**src/rtl/easy_fifo_wr_packer_if.sv**
```systemverilog
// Stream-in / FIFO-write bundle for easy_fifo_wr_packer.
// slave: packer side; master: the source of beats and the FIFO full flag.
interface easy_fifo_wr_packer_if #(
    parameter int unsigned IN_WIDTH = 8,
    parameter int unsigned RATIO    = 4
);
    localparam int unsigned DWIDTH  = IN_WIDTH * RATIO;
    localparam int unsigned LANES_W = $clog2(RATIO + 1);

    logic [IN_WIDTH-1:0] s_data;
    logic                s_valid;
    logic                s_last;
    logic                s_ready;
    logic [DWIDTH-1:0]   fifo_wr_data;
    logic                fifo_wr_en;
    logic                fifo_wr_full;
    logic [LANES_W-1:0]  fifo_lanes;

    modport slave (
        input  s_data, s_valid, s_last, fifo_wr_full,
        output s_ready, fifo_wr_data, fifo_wr_en, fifo_lanes
    );

    modport master (
        output s_data, s_valid, s_last, fifo_wr_full,
        input  s_ready, fifo_wr_data, fifo_wr_en, fifo_lanes
    );
endinterface

```
**src/rtl/easy_fifo_wr_packer.sv**
```systemverilog
// Write-side packer for the dual-clock FIFO: gathers RATIO narrow beats into
// one word, flushes early on s_last (upper lanes zero), and parks the finished
// word in a single holding register until the FIFO accepts it.
// Optional: `define WR_PACKER_WORD_CNT_EN adds a 32-bit wr_word_cnt output
// counting FIFO writes.
module easy_fifo_wr_packer #(
    parameter int unsigned IN_WIDTH = 8,
    parameter int unsigned RATIO    = 4
) (
    input  logic                    rst,
    input  logic                    wr_clk_int,
    easy_fifo_wr_packer_if.slave    bus
`ifdef WR_PACKER_WORD_CNT_EN
    ,
    output logic [31:0]             wr_word_cnt
`endif
);
    localparam int unsigned DWIDTH  = IN_WIDTH * RATIO;
    localparam int unsigned LANE_W  = $clog2(RATIO);
    localparam int unsigned LANES_W = $clog2(RATIO + 1);

    if (RATIO < 2) begin : g_bad_ratio
        $error("easy_fifo_wr_packer: RATIO must be >= 2");
    end

    typedef enum logic {
        ST_OPEN = 1'b0,
        ST_HELD = 1'b1
    } state_t;

    state_t              r_state;
    state_t              w_state_nxt;
    logic [DWIDTH-1:0]   r_acc;
    logic [DWIDTH-1:0]   w_acc_nxt;
    logic [LANE_W-1:0]   r_lane;
    logic [LANE_W-1:0]   w_lane_nxt;
    logic [DWIDTH-1:0]   r_hold;
    logic [DWIDTH-1:0]   w_hold_nxt;
    logic [LANES_W-1:0]  r_hold_lanes;
    logic [LANES_W-1:0]  w_hold_lanes_nxt;

    logic [DWIDTH-1:0]   w_merged;
    logic                w_hold_valid;
    logic                w_wr_en;
    logic                w_ready;
    logic                w_accept;
    logic                w_complete;

    assign w_hold_valid = (r_state == ST_HELD);
    assign w_wr_en      = w_hold_valid && !bus.fifo_wr_full;
    assign w_ready      = !(w_hold_valid && bus.fifo_wr_full);
    assign w_accept     = bus.s_valid && w_ready;
    assign w_complete   = w_accept && ((r_lane == LANE_W'(RATIO - 1)) || bus.s_last);

    assign bus.s_ready      = w_ready;
    assign bus.fifo_wr_en   = w_wr_en;
    assign bus.fifo_wr_data = r_hold;
    assign bus.fifo_lanes   = w_hold_valid ? r_hold_lanes : '0;

    // Accumulator with the incoming beat dropped into the current lane.
    always_comb begin
        w_merged = r_acc;
        for (int unsigned k = 0; k < RATIO; k++) begin
            if (r_lane == LANE_W'(k)) begin
                w_merged[k*IN_WIDTH +: IN_WIDTH] = bus.s_data;
            end
        end
    end

    // Next-state: pack beats, hand finished words to the hold register, drain on write.
    always_comb begin
        w_state_nxt      = r_state;
        w_acc_nxt        = r_acc;
        w_lane_nxt       = r_lane;
        w_hold_nxt       = r_hold;
        w_hold_lanes_nxt = r_hold_lanes;

        if (w_complete) begin
            // Only reachable when the hold register is empty or draining this cycle.
            w_hold_nxt       = w_merged;
            w_hold_lanes_nxt = LANES_W'(r_lane) + LANES_W'(1);
            w_acc_nxt        = '0;
            w_lane_nxt       = '0;
            w_state_nxt      = ST_HELD;
        end else begin
            if (w_accept) begin
                w_acc_nxt  = w_merged;
                w_lane_nxt = r_lane + LANE_W'(1);
            end
            if (w_wr_en) begin
                w_state_nxt = ST_OPEN;
            end
        end
    end

    // State and datapath registers; reset discards partial and held words.
    always_ff @(posedge wr_clk_int or posedge rst) begin
        if (rst) begin
            r_state      <= ST_OPEN;
            r_acc        <= '0;
            r_lane       <= '0;
            r_hold       <= '0;
            r_hold_lanes <= '0;
        end else begin
            r_state      <= w_state_nxt;
            r_acc        <= w_acc_nxt;
            r_lane       <= w_lane_nxt;
            r_hold       <= w_hold_nxt;
            r_hold_lanes <= w_hold_lanes_nxt;
        end
    end

`ifdef WR_PACKER_WORD_CNT_EN
    logic [31:0] r_word_cnt;

    // Free-running count of FIFO writes, wraps naturally.
    always_ff @(posedge wr_clk_int or posedge rst) begin
        if (rst) begin
            r_word_cnt <= '0;
        end else if (w_wr_en) begin
            r_word_cnt <= r_word_cnt + 32'd1;
        end
    end

    assign wr_word_cnt = r_word_cnt;
`endif

endmodule
```
**src/flat_wrapper.sv**
```systemverilog
// flat-port wrapper written by rule: the top's interface ports become plain ports
module easy_fifo_wr_packer_flat 
#(
    parameter int unsigned IN_WIDTH = 8,
    parameter int unsigned RATIO    = 4
)
  (rst, wr_clk_int, bus_s_data, bus_s_valid, bus_s_last, bus_fifo_wr_full, bus_s_ready, bus_fifo_wr_data, bus_fifo_wr_en, bus_fifo_lanes);
  easy_fifo_wr_packer_if #(.IN_WIDTH(IN_WIDTH), .RATIO(RATIO)) bus_i ();
  input  logic rst;
  input  logic wr_clk_int;
  input wire logic [$bits(bus_i.s_data)-1:0] bus_s_data;
  input wire logic [$bits(bus_i.s_valid)-1:0] bus_s_valid;
  input wire logic [$bits(bus_i.s_last)-1:0] bus_s_last;
  input wire logic [$bits(bus_i.fifo_wr_full)-1:0] bus_fifo_wr_full;
  output wire logic [$bits(bus_i.s_ready)-1:0] bus_s_ready;
  output wire logic [$bits(bus_i.fifo_wr_data)-1:0] bus_fifo_wr_data;
  output wire logic [$bits(bus_i.fifo_wr_en)-1:0] bus_fifo_wr_en;
  output wire logic [$bits(bus_i.fifo_lanes)-1:0] bus_fifo_lanes;
  assign bus_i.s_data = bus_s_data;
  assign bus_i.s_valid = bus_s_valid;
  assign bus_i.s_last = bus_s_last;
  assign bus_i.fifo_wr_full = bus_fifo_wr_full;
  assign bus_s_ready = bus_i.s_ready;
  assign bus_fifo_wr_data = bus_i.fifo_wr_data;
  assign bus_fifo_wr_en = bus_i.fifo_wr_en;
  assign bus_fifo_lanes = bus_i.fifo_lanes;
  easy_fifo_wr_packer #(.IN_WIDTH(IN_WIDTH), .RATIO(RATIO)) u_core (.rst(rst), .wr_clk_int(wr_clk_int), .bus(bus_i));
endmodule
```
**config.mk**
```make
export PLATFORM = sky130hd
export DESIGN_NAME = easy_fifo_wr_packer_flat
export DESIGN_NICKNAME = d
export VERILOG_FILES = /design/src/rtl/easy_fifo_wr_packer_if.sv /design/src/rtl/easy_fifo_wr_packer.sv /design/src/flat_wrapper.sv
export SDC_FILE = /design/constraint.sdc
export NUM_CORES = 1
export LEC_CHECK = 0
export CELL_PAD_IN_SITES_DETAIL_PLACEMENT = 0
export CELL_PAD_IN_SITES_GLOBAL_PLACEMENT = 1
export CORE_UTILIZATION = 45
export DETAILED_ROUTE_END_ITERATION = 8
export HOLD_SLACK_MARGIN = 0.03
export PLACE_DENSITY = 0.89
export RECOVER_POWER = 100
export SYNTH_ARGS = -nofsm -noshare
export SYNTH_HDL_FRONTEND = slang
export SYNTH_SLANG_ARGS = --single-unit
```
**constraint.sdc**
```tcl
create_clock -name wr_clk_int -period 3.5 [get_ports wr_clk_int]
set_input_delay 0.7 -clock wr_clk_int [delete_from_list [all_inputs] [get_ports wr_clk_int]]
set_output_delay 0.7 -clock wr_clk_int [all_outputs]
set_load 0.05 [all_outputs]
```
==> metrics.yaml <==
status: "finished, final reports clean"
holdBufCountCts: 0
reg2reg_capture_point: "u_core.r_acc[2]"
worstPathArrival_ps: 2290
yosys.area_share.simple_pct: 4.40
detail-route-antenna-nets: 0
combined_buffer_and_inverter_count_along_the_critical_path: 2
layout.cell_area.non_filler_um2: 3640
fin_tns_setup_ps: 0
grt_overflow: 0
antenna_cells_inserted: 0
clkSinkCount: 70
layout-area-overhead-vs-synth_pct: 22.2
setup_viol_count_final: 0
pre_cts_slack_ps: 657
synth-compound-area-share_pct: 20.0
syn_area_um2: 2980
grt_max_degree: 37
cts_htree_levels: 3
drt_pre_antenna_iters: 4
sw_ratio_pct: 38.1
rr_startpoint: "u_core.r_lane[0]"
cts-buffers-inserted: 9
ff2ff_path_depth: 4
timing.critical_path.from_type: "input port"
initial_utilization_pct: 46.7
synth_mux_area_share_pct: 11.1
vias: 2165
hp-class: "reg -> reg"
timing.reg2reg.setup_slack_ps: 890
synthesis.area_per_instance_um2: 11.9
wl_um: 6600
yosys_warnings: 0
largest_family_of_logic_cells_by_synthesized_area: "compound AO/OA/AOI/OAI gates"
port_buffers: 49
worst_path_max_delay_cell: "sky130_fd_sc_hd__dlygate4sd3_1"
whs_endpoint: "u_core.r_acc[25]"
critical_path.most_common_cell: "sky130_fd_sc_hd__dlygate4sd3_1"
power.share.sequential_pct: 42.1
routed_wire_length_per_instance_um: 17.4
postSynthCellCount: 250
netSwitchingPower_w: 0.000934
final_min_period_over_clock_period_pct: 85.5
routed_via_density: 5.71
hold_path_startpoint: "u_core.r_acc[25]"
rsz0062_at_grt: "false"
drc: 0
die_height_um: 83.4
critical_path.max_stage_delay_ps: 880
cts_root_buf: "sky130_fd_sc_hd__clkbuf_8"
total_of_flip_flops_plus_latches_after_synthesis: 70
timing.final.hold_violations: 0
timing_worst_slew_pin_value_ps: 1320
cts_max_path_buffers: 2
io_pins: 50
max_cap_viol_count: 0
irDropWorstVdd_mv: 0.416
worstSetupPathDepth: 3
filler_cell_count: 566
tritoncts_clock_tree: "built"
max_clock_freq_mhz: 334
worst_skew_pair.late_latency_ps: 340
clock_skew_ps: 6.51
share_of_power_burned_in_the_clock_network_pct: 22.9
dieArea_um2: 6960
area_after_dpl_um2: 3520
yosys.area_share.adder_pct: 1.68
crit_type: "in -> out"
post_synthesis_xor_xnor_area_fraction_pct: 0
cp.required_ps: 2800
buffer_count_from_post_cts_setup_fixing: 0
postSynthNetCount: 267
count_of_nets_after_finishing: 314
detailed_placer_s_ending_hpwl_um: 4260
whs_path_depth: 1
synth_sequential_area_ratio_pct: 58.7
grt_first_pass_wirelength_um: 11200
grt_pass1_vias: 2196
power_frac_comb_pct: 35.0
worst_path_dominant_cell_family: "buffers and inverters"
grt.total_usage_pct: 20.7
antenna_found_initial: 0
ctsResizeCount: 0
timing.final.ws_setup_ps: 508
power.density_nw_per_um2: 673
final-max-slew-violation-count: 0
crit_chain: "dlygate4sd3_1 > nor2b_1 > dlygate4sd3_1"
rows: 29
shortest_period_the_worst_path_allows_ps: 2990
core-area_um2: 6390
p_leak_nw: 1.70
setup.worst_path.end_class: "primary output"
die_w_um: 83.4
slew_headroom_pct: 11.6
netlist-cell-type-count: 22
gp_congestion: 0.736
initialDrtViolationCount: 159
internal_power_w: 0.00152
worst_setup_hold_path_clk_slew_ps: 60
crit_fanout: 4
drive_gt1_share_pct: 5.63
area by class of cell:
class,count,area [µm²],area share [%]
Inverter,3,11.3,0.309
Clock inverter,1,5.00,0.137
Tap cell,77,96.3,2.64
Clock buffer,15,156,4.29
Multi-Input combinational cell,158,1100,30.2
Sequential cell,70,1750,48.1
Timing Repair Buffer,55,522,14.3
Yosys cell counts, drive strengths merged:
cell    number  area (µm²)
clkbuf      10        42.5
and3         3        18.8
buf          9        68.8
nor2b        1        6.26
o21ai       71         355
mux2i       32         320
dfrtp       70        1750
mux2         1        11.3
inv          3        11.3
and2        11        68.8
nor2         1        6.26
or2          1        6.26
a21bo        1        10.0
nand2        4        15.0
nand3        2        10.0
ha           4        50.1
a22o        25         219
a21boi       1        11.3
per-layer routing:
metal | up-vias | part of all wire, % | GRT usage (%)
met1 | 1092 | 45 | 29.1
met3 | 11 | 5.6 | 4.67
li1 | 995 | - | -
met4 | 0 | 2.0 | 10.2
met2 | 67 | 48 | 30.4
met5 | - | 0 | 0
cells by family after synthesis:
| group | after synthesis |
|---|---|
| fa+ha+maj | 4 |
| mux | 33 |
| buf+inv | 22 |
| flops | 70 |
| compound gates | 98 |
| simple gates | 23 |
registers in the layout (all words and copies together), names as in the netlist:
signal,flops
u_core.bus.fifo_wr_data,32
u_core.r_hold_lanes,3
u_core.r_lane,2
u_core.r_acc,32
u_core.r_state,1
layout by cell type, fill, tap and decap left out, drive strengths merged:
master / n
o21ai: 71
dfrtp: 70
dlygate4sd3: 39
mux2i: 32
a22o: 25
clkbuf: 19
and2: 11
clkdlybuf4s50: 10
nand2: 4
ha: 4
inv: 3
and3: 3
nand3: 2
buf: 2
a21boi: 1
or2: 1
a21bo: 1
nor2: 1
mux2: 1
nor2b: 1
clkinv: 1
worst max-delay path by stage:
stage	startpoint	end	slack (ps)
6_report	bus_fifo_wr_full	bus_fifo_wr_en	510
5_1_grt	rst	u_core.r_acc[3]	380
4_1_cts	bus_fifo_wr_full	bus_fifo_wr_en	650
3_5_place_dp	bus_fifo_wr_full	bus_fifo_wr_en	660
3_3_place_gp	bus_fifo_wr_full	bus_fifo_wr_en	700
2_1_floorplan	rst	u_core.bus.fifo_wr_data[0]	1030
through the flow:
step,utilization [%],hold WS (ps),cells,total power (W)
after detailed placement,55.1,470,363,0.00195
after floorplan,-,453,250,0.00166
after global routing,57.1,516,379,0.00258
final,57.1,492,379,0.00245
after CTS,57.6,491,379,0.00252
after global placement,55.1,468,363,0.00194
power groups by stage:
| stage | Clock (W) | Combinational, W | Sequential (W) |
|---|---|---|---|
| after detailed placement | 0 | 0.000905 | 0.00105 |
| after CTS | 0.000577 | 0.000906 | 0.00104 |
| after global routing | 0.000610 | 0.000915 | 0.00105 |
| after floorplan | 0 | 0.000325 | 0.00134 |
| final | 0.000561 | 0.000859 | 0.00103 |
| after global placement | 0 | 0.000893 | 0.00104 |
worst register-to-register path: cells and delay by family (launching register included):
kind | cells | cell delay (ps)
adder cells (fa/ha/maj) | 1 | 420
AND/OR/NAND/NOR | 2 | 1510
AO/OA/AOI/OAI | 1 | 200
flip-flops | 1 | 420
Power figures use the tool's default switching activity.
